--- src/rtl/seq_core_ctrl_if.sv ---
// Handshake bundle between the sequencer and the decode/memory side of the core.
// master = sequencer (drives strobes/requests), slave = datapath/memories/decode.
interface seq_core_ctrl_if #(
   parameter int CNT_W = 32
);
   logic             run_i;
   logic [4:0]       alu_op_i;
   logic             write_reg_i;
   logic             br_taken_i;
   logic             imem_ack_i;
   logic             dmem_ack_i;
   logic             imem_req_o;
   logic             dmem_req_o;
   logic             dmem_we_o;
   logic             ir_we_o;
   logic             rf_we_o;
   logic [1:0]       wb_sel_o;
   logic             pc_we_o;
   logic             pc_sel_o;
   logic             busy_o;
   logic             fault_o;
   logic [1:0]       fault_code_o;
   logic [CNT_W-1:0] instret_o;

   modport master (
      input  run_i, alu_op_i, write_reg_i, br_taken_i, imem_ack_i, dmem_ack_i,
      output imem_req_o, dmem_req_o, dmem_we_o, ir_we_o, rf_we_o, wb_sel_o,
             pc_we_o, pc_sel_o, busy_o, fault_o, fault_code_o, instret_o
   );

   modport slave (
      output run_i, alu_op_i, write_reg_i, br_taken_i, imem_ack_i, dmem_ack_i,
      input  imem_req_o, dmem_req_o, dmem_we_o, ir_we_o, rf_we_o, wb_sel_o,
             pc_we_o, pc_sel_o, busy_o, fault_o, fault_code_o, instret_o
   );
endinterface

--- src/rtl/seq_core_ctrl.sv ---
// Multi-cycle FETCH/DECODE/EXEC/MEM/WB sequencer; 4 cycles per ALU/branch/jal, 5 per lw/sw with zero-wait memory.
// Requests stay high until ack (bounded by MEM_TIMEOUT, then sticky fault); run_i low parks in IDLE at the next boundary.
module seq_core_ctrl #(
   parameter int MEM_TIMEOUT = 16,
   parameter int CNT_W       = 32
) (
   input  logic            clk,
   input  logic            rst,
   seq_core_ctrl_if.master bus
);

   typedef enum logic [2:0] {
      S_IDLE   = 3'd0,
      S_FETCH  = 3'd1,
      S_DECODE = 3'd2,
      S_EXEC   = 3'd3,
      S_MEM    = 3'd4,
      S_WB     = 3'd5,
      S_FAULT  = 3'd6
   } state_t;

   localparam logic [4:0] OP_ILLEGAL = 5'b00000;
   localparam logic [4:0] OP_JAL     = 5'b10000;
   localparam logic [4:0] OP_BEQ     = 5'b10001;
   localparam logic [4:0] OP_BLT     = 5'b10010;
   localparam logic [4:0] OP_LW      = 5'b10100;
   localparam logic [4:0] OP_SW      = 5'b10101;

   localparam logic [1:0] FC_ILLEGAL = 2'b01;
   localparam logic [1:0] FC_IMEM    = 2'b10;
   localparam logic [1:0] FC_DMEM    = 2'b11;

   localparam int          TW       = (MEM_TIMEOUT > 1) ? $clog2(MEM_TIMEOUT) : 1;
   localparam logic [TW-1:0] TMO_LAST = TW'(MEM_TIMEOUT - 1);

   state_t           r_state;
   logic [4:0]       r_op;
   logic             r_take;
   logic [TW-1:0]    r_tmo;
   logic [CNT_W-1:0] r_instret;
   logic [1:0]       r_fault_code;

   state_t           w_next;
   logic             w_fault_set;
   logic [1:0]       w_fault_code;
   logic             w_imem_ack;
   logic             w_dmem_ack;
   logic             w_tmo_hit;
   logic             w_op_mem;
   logic             w_enter_wait;
   logic             w_waiting;

   logic             w_imem_req;
   logic             w_dmem_req;
   logic             w_dmem_we;
   logic             w_ir_we;
   logic             w_rf_we;
   logic [1:0]       w_wb_sel;
   logic             w_pc_we;
   logic             w_pc_sel;

   // Acks only count while the matching request is actually up.
   assign w_imem_ack   = (r_state == S_FETCH) && bus.imem_ack_i;
   assign w_dmem_ack   = (r_state == S_MEM) && bus.dmem_ack_i;
   assign w_tmo_hit    = (r_tmo == TMO_LAST);
   assign w_op_mem     = (r_op == OP_LW) || (r_op == OP_SW);
   assign w_enter_wait = (w_next != r_state) && ((w_next == S_FETCH) || (w_next == S_MEM));
   assign w_waiting    = ((r_state == S_FETCH) && !w_imem_ack) ||
                         ((r_state == S_MEM) && !w_dmem_ack);

   always_ff @(posedge clk) begin
      if (rst) begin
         r_state <= S_IDLE;
      end else begin
         r_state <= w_next;
      end
   end

   always_comb begin
      w_next       = r_state;
      w_fault_set  = 1'b0;
      w_fault_code = 2'b00;
      case (r_state)
         S_IDLE: begin
            if (bus.run_i) w_next = S_FETCH;
         end
         S_FETCH: begin
            // Ack in the last allowed cycle beats the timeout.
            if (w_imem_ack) begin
               w_next = S_DECODE;
            end else if (w_tmo_hit) begin
               w_next       = S_FAULT;
               w_fault_set  = 1'b1;
               w_fault_code = FC_IMEM;
            end
         end
         S_DECODE: begin
            if (bus.alu_op_i == OP_ILLEGAL) begin
               w_next       = S_FAULT;
               w_fault_set  = 1'b1;
               w_fault_code = FC_ILLEGAL;
            end else begin
               w_next = S_EXEC;
            end
         end
         S_EXEC: begin
            w_next = w_op_mem ? S_MEM : S_WB;
         end
         S_MEM: begin
            if (w_dmem_ack) begin
               w_next = S_WB;
            end else if (w_tmo_hit) begin
               w_next       = S_FAULT;
               w_fault_set  = 1'b1;
               w_fault_code = FC_DMEM;
            end
         end
         S_WB: begin
            w_next = bus.run_i ? S_FETCH : S_IDLE;
         end
         S_FAULT: begin
            w_next = S_FAULT;
         end
         default: begin
            w_next = S_IDLE;
         end
      endcase
   end

   always_ff @(posedge clk) begin
      if (rst) begin
         r_op         <= 5'b00000;
         r_take       <= 1'b0;
         r_tmo        <= '0;
         r_instret    <= '0;
         r_fault_code <= 2'b00;
      end else begin
         if (r_state == S_DECODE) begin
            r_op <= bus.alu_op_i;
         end
         if (r_state == S_EXEC) begin
            r_take <= (r_op == OP_JAL) ||
                      (((r_op == OP_BEQ) || (r_op == OP_BLT)) && bus.br_taken_i);
         end
         if (w_enter_wait) begin
            r_tmo <= '0;
         end else if (w_waiting) begin
            r_tmo <= r_tmo + 1'b1;
         end
         if (r_state == S_WB) begin
            r_instret <= r_instret + 1'b1;
         end
         if (w_fault_set) begin
            r_fault_code <= w_fault_code;
         end
      end
   end

   always_comb begin
      w_imem_req = 1'b0;
      w_dmem_req = 1'b0;
      w_dmem_we  = 1'b0;
      w_ir_we    = 1'b0;
      w_rf_we    = 1'b0;
      w_wb_sel   = 2'b00;
      w_pc_we    = 1'b0;
      w_pc_sel   = 1'b0;
      case (r_state)
         S_FETCH: begin
            w_imem_req = 1'b1;
            w_ir_we    = bus.imem_ack_i;
         end
         S_MEM: begin
            w_dmem_req = 1'b1;
            w_dmem_we  = (r_op == OP_SW);
         end
         S_WB: begin
            w_pc_we  = 1'b1;
            w_pc_sel = r_take;
            w_rf_we  = bus.write_reg_i;
            if (r_op == OP_LW) begin
               w_wb_sel = 2'b01;
            end else if (r_op == OP_JAL) begin
               w_wb_sel = 2'b10;
            end
         end
         default: begin
            w_imem_req = 1'b0;
         end
      endcase
   end

   assign bus.imem_req_o   = w_imem_req;
   assign bus.dmem_req_o   = w_dmem_req;
   assign bus.dmem_we_o    = w_dmem_we;
   assign bus.ir_we_o      = w_ir_we;
   assign bus.rf_we_o      = w_rf_we;
   assign bus.wb_sel_o     = w_wb_sel;
   assign bus.pc_we_o      = w_pc_we;
   assign bus.pc_sel_o     = w_pc_sel;
   assign bus.busy_o       = (r_state != S_IDLE) && (r_state != S_FAULT);
   assign bus.fault_o      = (r_state == S_FAULT);
   assign bus.fault_code_o = r_fault_code;
   assign bus.instret_o    = r_instret;

   // Architectural strobes must never repeat on back-to-back cycles.
   a_ir_we_single: assert property (@(posedge clk) disable iff (rst) w_ir_we |=> !w_ir_we);
   a_pc_we_single: assert property (@(posedge clk) disable iff (rst) w_pc_we |=> !w_pc_we);
   a_rf_we_single: assert property (@(posedge clk) disable iff (rst) w_rf_we |=> !w_rf_we);

endmodule

--- src/flat_wrapper.sv ---
// flat-port wrapper written by rule: the top's interface ports become plain ports
module seq_core_ctrl_flat 
#(
   parameter int MEM_TIMEOUT = 16,
   parameter int CNT_W       = 32
)
  (clk, rst, bus_run_i, bus_alu_op_i, bus_write_reg_i, bus_br_taken_i, bus_imem_ack_i, bus_dmem_ack_i, bus_imem_req_o, bus_dmem_req_o, bus_dmem_we_o, bus_ir_we_o, bus_rf_we_o, bus_wb_sel_o, bus_pc_we_o, bus_pc_sel_o, bus_busy_o, bus_fault_o, bus_fault_code_o, bus_instret_o);
  seq_core_ctrl_if #(.CNT_W(CNT_W)) bus_i ();
  input  logic clk;
  input  logic rst;
  input wire logic [$bits(bus_i.run_i)-1:0] bus_run_i;
  input wire logic [$bits(bus_i.alu_op_i)-1:0] bus_alu_op_i;
  input wire logic [$bits(bus_i.write_reg_i)-1:0] bus_write_reg_i;
  input wire logic [$bits(bus_i.br_taken_i)-1:0] bus_br_taken_i;
  input wire logic [$bits(bus_i.imem_ack_i)-1:0] bus_imem_ack_i;
  input wire logic [$bits(bus_i.dmem_ack_i)-1:0] bus_dmem_ack_i;
  output wire logic [$bits(bus_i.imem_req_o)-1:0] bus_imem_req_o;
  output wire logic [$bits(bus_i.dmem_req_o)-1:0] bus_dmem_req_o;
  output wire logic [$bits(bus_i.dmem_we_o)-1:0] bus_dmem_we_o;
  output wire logic [$bits(bus_i.ir_we_o)-1:0] bus_ir_we_o;
  output wire logic [$bits(bus_i.rf_we_o)-1:0] bus_rf_we_o;
  output wire logic [$bits(bus_i.wb_sel_o)-1:0] bus_wb_sel_o;
  output wire logic [$bits(bus_i.pc_we_o)-1:0] bus_pc_we_o;
  output wire logic [$bits(bus_i.pc_sel_o)-1:0] bus_pc_sel_o;
  output wire logic [$bits(bus_i.busy_o)-1:0] bus_busy_o;
  output wire logic [$bits(bus_i.fault_o)-1:0] bus_fault_o;
  output wire logic [$bits(bus_i.fault_code_o)-1:0] bus_fault_code_o;
  output wire logic [$bits(bus_i.instret_o)-1:0] bus_instret_o;
  assign bus_i.run_i = bus_run_i;
  assign bus_i.alu_op_i = bus_alu_op_i;
  assign bus_i.write_reg_i = bus_write_reg_i;
  assign bus_i.br_taken_i = bus_br_taken_i;
  assign bus_i.imem_ack_i = bus_imem_ack_i;
  assign bus_i.dmem_ack_i = bus_dmem_ack_i;
  assign bus_imem_req_o = bus_i.imem_req_o;
  assign bus_dmem_req_o = bus_i.dmem_req_o;
  assign bus_dmem_we_o = bus_i.dmem_we_o;
  assign bus_ir_we_o = bus_i.ir_we_o;
  assign bus_rf_we_o = bus_i.rf_we_o;
  assign bus_wb_sel_o = bus_i.wb_sel_o;
  assign bus_pc_we_o = bus_i.pc_we_o;
  assign bus_pc_sel_o = bus_i.pc_sel_o;
  assign bus_busy_o = bus_i.busy_o;
  assign bus_fault_o = bus_i.fault_o;
  assign bus_fault_code_o = bus_i.fault_code_o;
  assign bus_instret_o = bus_i.instret_o;
  seq_core_ctrl #(.MEM_TIMEOUT(MEM_TIMEOUT), .CNT_W(CNT_W)) u_core (.clk(clk), .rst(rst), .bus(bus_i));
endmodule
--- config.mk ---
export PLATFORM = sky130hd
export DESIGN_NAME = seq_core_ctrl_flat
export DESIGN_NICKNAME = d
export VERILOG_FILES = /design/src/rtl/seq_core_ctrl_if.sv /design/src/rtl/seq_core_ctrl.sv /design/src/flat_wrapper.sv
export SDC_FILE = /design/constraint.sdc
export NUM_CORES = 1
export LEC_CHECK = 0
export BUFFER_PORTS_ARGS = -buffer_cell sky130_fd_sc_hd__buf_2
export CAP_MARGIN = 20
export CORE_UTILIZATION = 57
export DETAILED_ROUTE_END_ITERATION = 8
export PLACE_DENSITY = 0.81
export SLEW_MARGIN = 40
export SYNTH_ARGS = -nofsm -noshare
export SYNTH_HDL_FRONTEND = slang
export SYNTH_SLANG_ARGS = --single-unit
--- constraint.sdc ---
create_clock -name clk -period 3.4 [get_ports clk]
set_clock_uncertainty 0.1 [all_clocks]
set_input_delay 0.17 -clock clk [delete_from_list [all_inputs] [get_ports clk]]
set_output_delay 0.17 -clock clk [all_outputs]
set_load 0.005 [all_outputs]
Word level (Yosys, flattened, before mapping):

Cells that the tools add are included.

* logic and storage cells: 71
* bits in registers: 47
* output and inout port bits: 45

* multiplexer cells: 29
* add/sub/neg operators: 2
* eq/ne operators: 16
* reduce and logical (&&, ||, !) cells: 18

Operators by type and width (number)
* 32-bit by 1-bit adder with 32-bit output (second input constant): 1
* 5-bit == test (second input constant): 5
* 3-bit one-hot mux with 7 select lines: 1
* 3-bit 2-to-1 mux: 5
* 1-bit 2-to-1 mux: 14
* 2-bit 2-to-1 mux: 7
* 3-bit == test (second input constant): 4
* 1-bit logical AND: 7
* 3-bit by 1-bit == test with 1-bit output (second input constant): 2
* 3-bit by 2-bit == test with 1-bit output (second input constant): 2
* 2-bit one-hot mux with 3 select lines: 1
* 5-bit logical NOT: 1
* 1-bit logical OR: 5
* 4-bit by 1-bit adder with 4-bit output (second input constant): 1
* 4-bit == test (second input constant): 1
* 3-bit logical NOT: 1
* 3-bit != test: 1
* 3-bit != test (second input constant): 1
* 1-bit one-hot mux with 3 select lines: 1
* 3-bit nonzero test: 1
* 1-bit logical NOT: 2
* 2-bit OR reduction: 1

Longest topological paths before layout:

* depth in word-level cells: 8
* depth in mapped cells: 7
* mapped depth without buffers: 6

Worst setup path before layout:

No wires, ideal clock.

* path type: reg2reg
* start point: register u_core.r_instret[18] (netlist: u_core.bus.instret_o[18])
* end point: register u_core.r_instret[30] (netlist: u_core.bus.instret_o[30])
* arrival time: 1.859 ns
* setup slack: 1.371 ns
* library setup time: 0.070 ns
* buffers on the path: 0
* cell stages (with the launch flop): 6
* path through: dfxtp_1 -> and4_4 -> nand4_4 -> or4_4 -> or4_1 -> a21oi_1

* cells in the longest elaborated chain, start to end: 1

RTL lines
* start, declared: RTL line seq_core_ctrl.sv:40 `logic [CNT_W-1:0] r_instret;`
* start signal, assigned: RTL line seq_core_ctrl.sv:151 `r_instret <= r_instret + 1'b1;`
* 32-bit by 1-bit adder with 32-bit output: RTL line seq_core_ctrl.sv:151

Every way passes these cells.
A chain may end at the register's enable or synchronous reset.

Final worst setup path:

* start point: register u_core.r_state[0]
* end point: register u_core.r_tmo[0]

* cells in the longest elaborated chain, start to end: 8
* elaborated cells between the ends (all ways): 25

RTL lines
* start, declared: RTL line seq_core_ctrl.sv:36 `state_t r_state;`
* start signal, assigned: RTL line seq_core_ctrl.sv:75 `r_state <= w_next;`
* 3-bit == test / 3-bit by 1-bit == test with 1-bit output (equally long branches)
* 1-bit logical AND, on equally long branches: RTL line seq_core_ctrl.sv:64, seq_core_ctrl.sv:63
* 3-bit 2-to-1 mux, on equally long branches: RTL line seq_core_ctrl.sv:110, seq_core_ctrl.sv:89
* 3-bit one-hot mux with 7 select lines: RTL line seq_core_ctrl.sv:83 `case (r_state)`
* 3-bit by 1-bit == test with 1-bit output / 3-bit == test (equally long branches): RTL line seq_core_ctrl.sv:67 `assign w_enter_wait = (w_next != r_state) && ((w_next == S_FETCH) || (w_next == S_MEM));`
* 1-bit logical OR: RTL line seq_core_ctrl.sv:67
* 1-bit logical AND: RTL line seq_core_ctrl.sv:67
* 2-bit OR reduction (no source line)
* end signal, assigned: RTL line seq_core_ctrl.sv:148 `r_tmo <= r_tmo + 1'b1;`
* end, declared: RTL line seq_core_ctrl.sv:39 `logic [TW-1:0] r_tmo;`

Several ways; a longest one is shown, not always the timed one.

==> results.md <==
* Outcome: complete, no violations
* Initial antenna violation count at 0
* Post-synth EDFFs at 0
* Clock Sinks at 47
* Die H at 65.8 um
* Full die area at 4330 sq um
* Final Hold Viols at 0
* Sequential-to-total area share from yosys stat at 40.6%
* Max-capacitance violation count at 0
* Pre-CTS WS at 0.977 ns
* Yosys reg bits at 47
* Vias in the first global route at 1758
* P_leak at 1.11 nW
* Fillers at 321
* Peak supply drop at 0.000212 V
* DR pass1 iterations at 4
* Most common cell after layout, fill and taps aside: buf_2
* Via density at 5.65
* Placed instance count at 365
* WP buf/inv at 0
* Largest cells by area after synthesis: dfxtp_1 (41%), xnor2_1 (7.6%), nor2_1 (6.1%)
* WL/cell at 12.7 um
* Crit path DAT at 2.55 ns
* HPWL after DPL at 3400 um
* Setup_tns at 0 ns
* WP data required at 3.47 ns
* Final worst slack at 0.921 ns
* R2R depth at 5
* Io pins at 57
* Worst Max-Slew Pin Slew at 0.765 ns
* Root buf cell: clkbuf_8
* Levels on crit path at 5
* Std cell rows at 22
* Fmax at 0.403 GHz
* Post-CTS Setup Bufs at 0
* Worst R2R Start: u_core.r_state[0]$_SDFF_PP0_
* Crit path max-delay family: compound AO/OA/AOI/OAI gates
* HP Start: bus_alu_op_i[2]
* H-Tree Depth at 2
* Unrepaired setup endpoints after global routing: no
* Max Transition Viols Final at 0
* Clk_lat worst skew at 0.29 ns
* DP Area at 2610 sq um
* # DRC at 0
* Largest net degree at the start of global routing at 42
* Die width at 65.8 um
* Slowest stage cell, crit path: nor4b_1
* Crit-path max FO at 18
* R2r endpoint: u_core.r_tmo[0]$_SDFFE_PP0P_
* Synth cell types at 45
* P&R area growth vs syn at 16.1%
* Worst min path class: in -> reg
* Diode count at 0
* Setup crit end kind: register
* End of the critical path: u_core.r_tmo[0]$_SDFFE_PP0P_
* CP Cell Sequence: nor4b_1, a22oi_1, o211a_1, o2111ai_1, a21oi_1
* FF+latch area at 941 sq um
* Yosys top cell by area: dfxtp_1
* Fin crit period at 2.48 ns
* Yosys top cell area share at 40.6%
* Via count at 2109
* Async S/R FF share, synth at 0%
* Post-Syn Nets at 287
* GR Overflow Total at 0
* Clock transition at the registers of the reported paths at 0.08 ns
* Post-CTS sizing at 0
* Final Cell Area at 2690 sq um
* Syn_area_per_cell at 8.50 sq um
* PD cells at 349 nW/um^2
* DRT antenna net count at 0
* DRT iter0 DRCs at 107
* # nets final at 338
* Ys flop type: dfxtp_1
* Multi-input combinational cell area at 1300 sq um
* Finished Layout Cells at 373
* Commonest non-fill, non-tap cells in the layout: buf_2 (56), dfxtp_1 (47), nor2_1 (38), xnor2_1 (20), nand2_1 (19)
* Max-slew headroom at 48.3%
* Port buffer count at 56
* Initial Util at 61.5%
* Core ar. at 3770 sq um
* Maximum clock insertion buffer count at 2
* Cells after Synth at 273
* GRT Total Usage at 23.8%
* Share of post-route cells with drive strength above 1 at 20.9%
* Routed Wire Length at 4750 um
* First-pass GRT wire length at 8000 um
* Ys Warns at 0
* Final core utilization at 71.4%
* Final setup fails at 0
* Post-Syn Area at 2320 sq um
* R2R Setup Slk at 0.92 ns
* Max incr delay on CP at 0.69 ns
* CTS tree: yes
* Total CTS buffers at 5
* Worst setup startpoint: u_core.r_state[0]$_SDFF_PP0_
* CP startpoint kind: register
* Post-CTS Hold Buffers at 0
* GP Congestion at 0.880
* Setup CP Type: reg -> reg
* Fin crit share at 72.9%
worst register-to-register path: stages (launching register included):
cell and delay (ns):
dfxtp_1 0.65, nor4b_1 0.70, a22oi_1 0.23, o211a_1 0.19, o2111ai_1 0.38, a21oi_1 0.12
synthesized netlist by cell type, drive strengths merged, types with 5 or more instances:
master and number:
clkbuf 8, nand2 19, xnor2 20, nand3 12
xor2 9, nor4 10, or3 5, inv 7
nor3 5, a21oi 16, dfxtp 47, nor2 38
and3 5, and4 6, o21ai 10, nand4 6
mux2i 8, and2 5
cell families (layout without fill, tap and decap cells):
kind of cell	count (synthesis)	after routing	share of synthesized area, %
muxes	8	8	3.45
xor gates and xnor gates	29	29	10.9
adders and majority gates	2	2	1.08
AOI/OAI and AO/OA	37	37	9.39
DFF	47	47	40.6
buffers and inverters	19	71	3.24
and+or+nand+nor	131	131	31.3
metal layers:
metal  share of wire (%)  track usage [%]  vias to the layer above
met1                  50             33.9                      979
li1                    -                -                     1069
met4                0.95             9.78                        0
met3                 4.8             4.14                        5
met5                   0                0                        -
met2                  44             35.2                       56
final cells by class:
class / instances / area share [%]
Sequential cell: 47 / 34.9
Clock inverter: 1 / 0.186
Tap cell: 48 / 2.23
Inverter: 7 / 0.976
Clock buffer: 7 / 2.83
Multi-Input combinational cell: 207 / 48.4
Timing Repair Buffer: 56 / 10.4
report_power, final:
part	leakage (nW)	internal, mW	switching (mW)	total [mW]
Clock	0.0422	0.144	0.170	0.314
Combinational	0.689	0.0266	0.0328	0.0594
Sequential	0.379	0.555	0.0121	0.567
per-stage QoR:
step                      hold WS (ns)  power (mW)
after floorplan                  0.151       0.620
after detailed placement         0.332       0.639
final                           0.0236       0.941
after global routing            0.0360       0.988
after global placement           0.328       0.637
after CTS                       0.0245       0.949
registers in the layout, indices dropped and copies added, names as in the netlist:
register	cells
u_core.bus.fault_code_o	2
u_core.bus.instret_o	32
u_core.r_op	5
u_core.r_state	3
u_core.r_take	1
u_core.r_tmo	4
worst min-delay path by stage:
stage,to,slack [ns],cells past startpoint
after floorplan,u_core.r_state[1]$_SDFF_PP0_,0.15,1
after global placement,u_core.r_op[1]$_SDFFE_PP0N_,0.33,3
after detailed placement,u_core.r_op[2]$_SDFFE_PP0N_,0.33,3
after CTS,u_core.r_op[2]$_SDFFE_PP0N_,0.02,3
after global routing,u_core.r_op[1]$_SDFFE_PP0N_,0.04,3
final,u_core.r_op[2]$_SDFFE_PP0N_,0.02,3
Note: power is estimated with default switching activity, not from simulation.
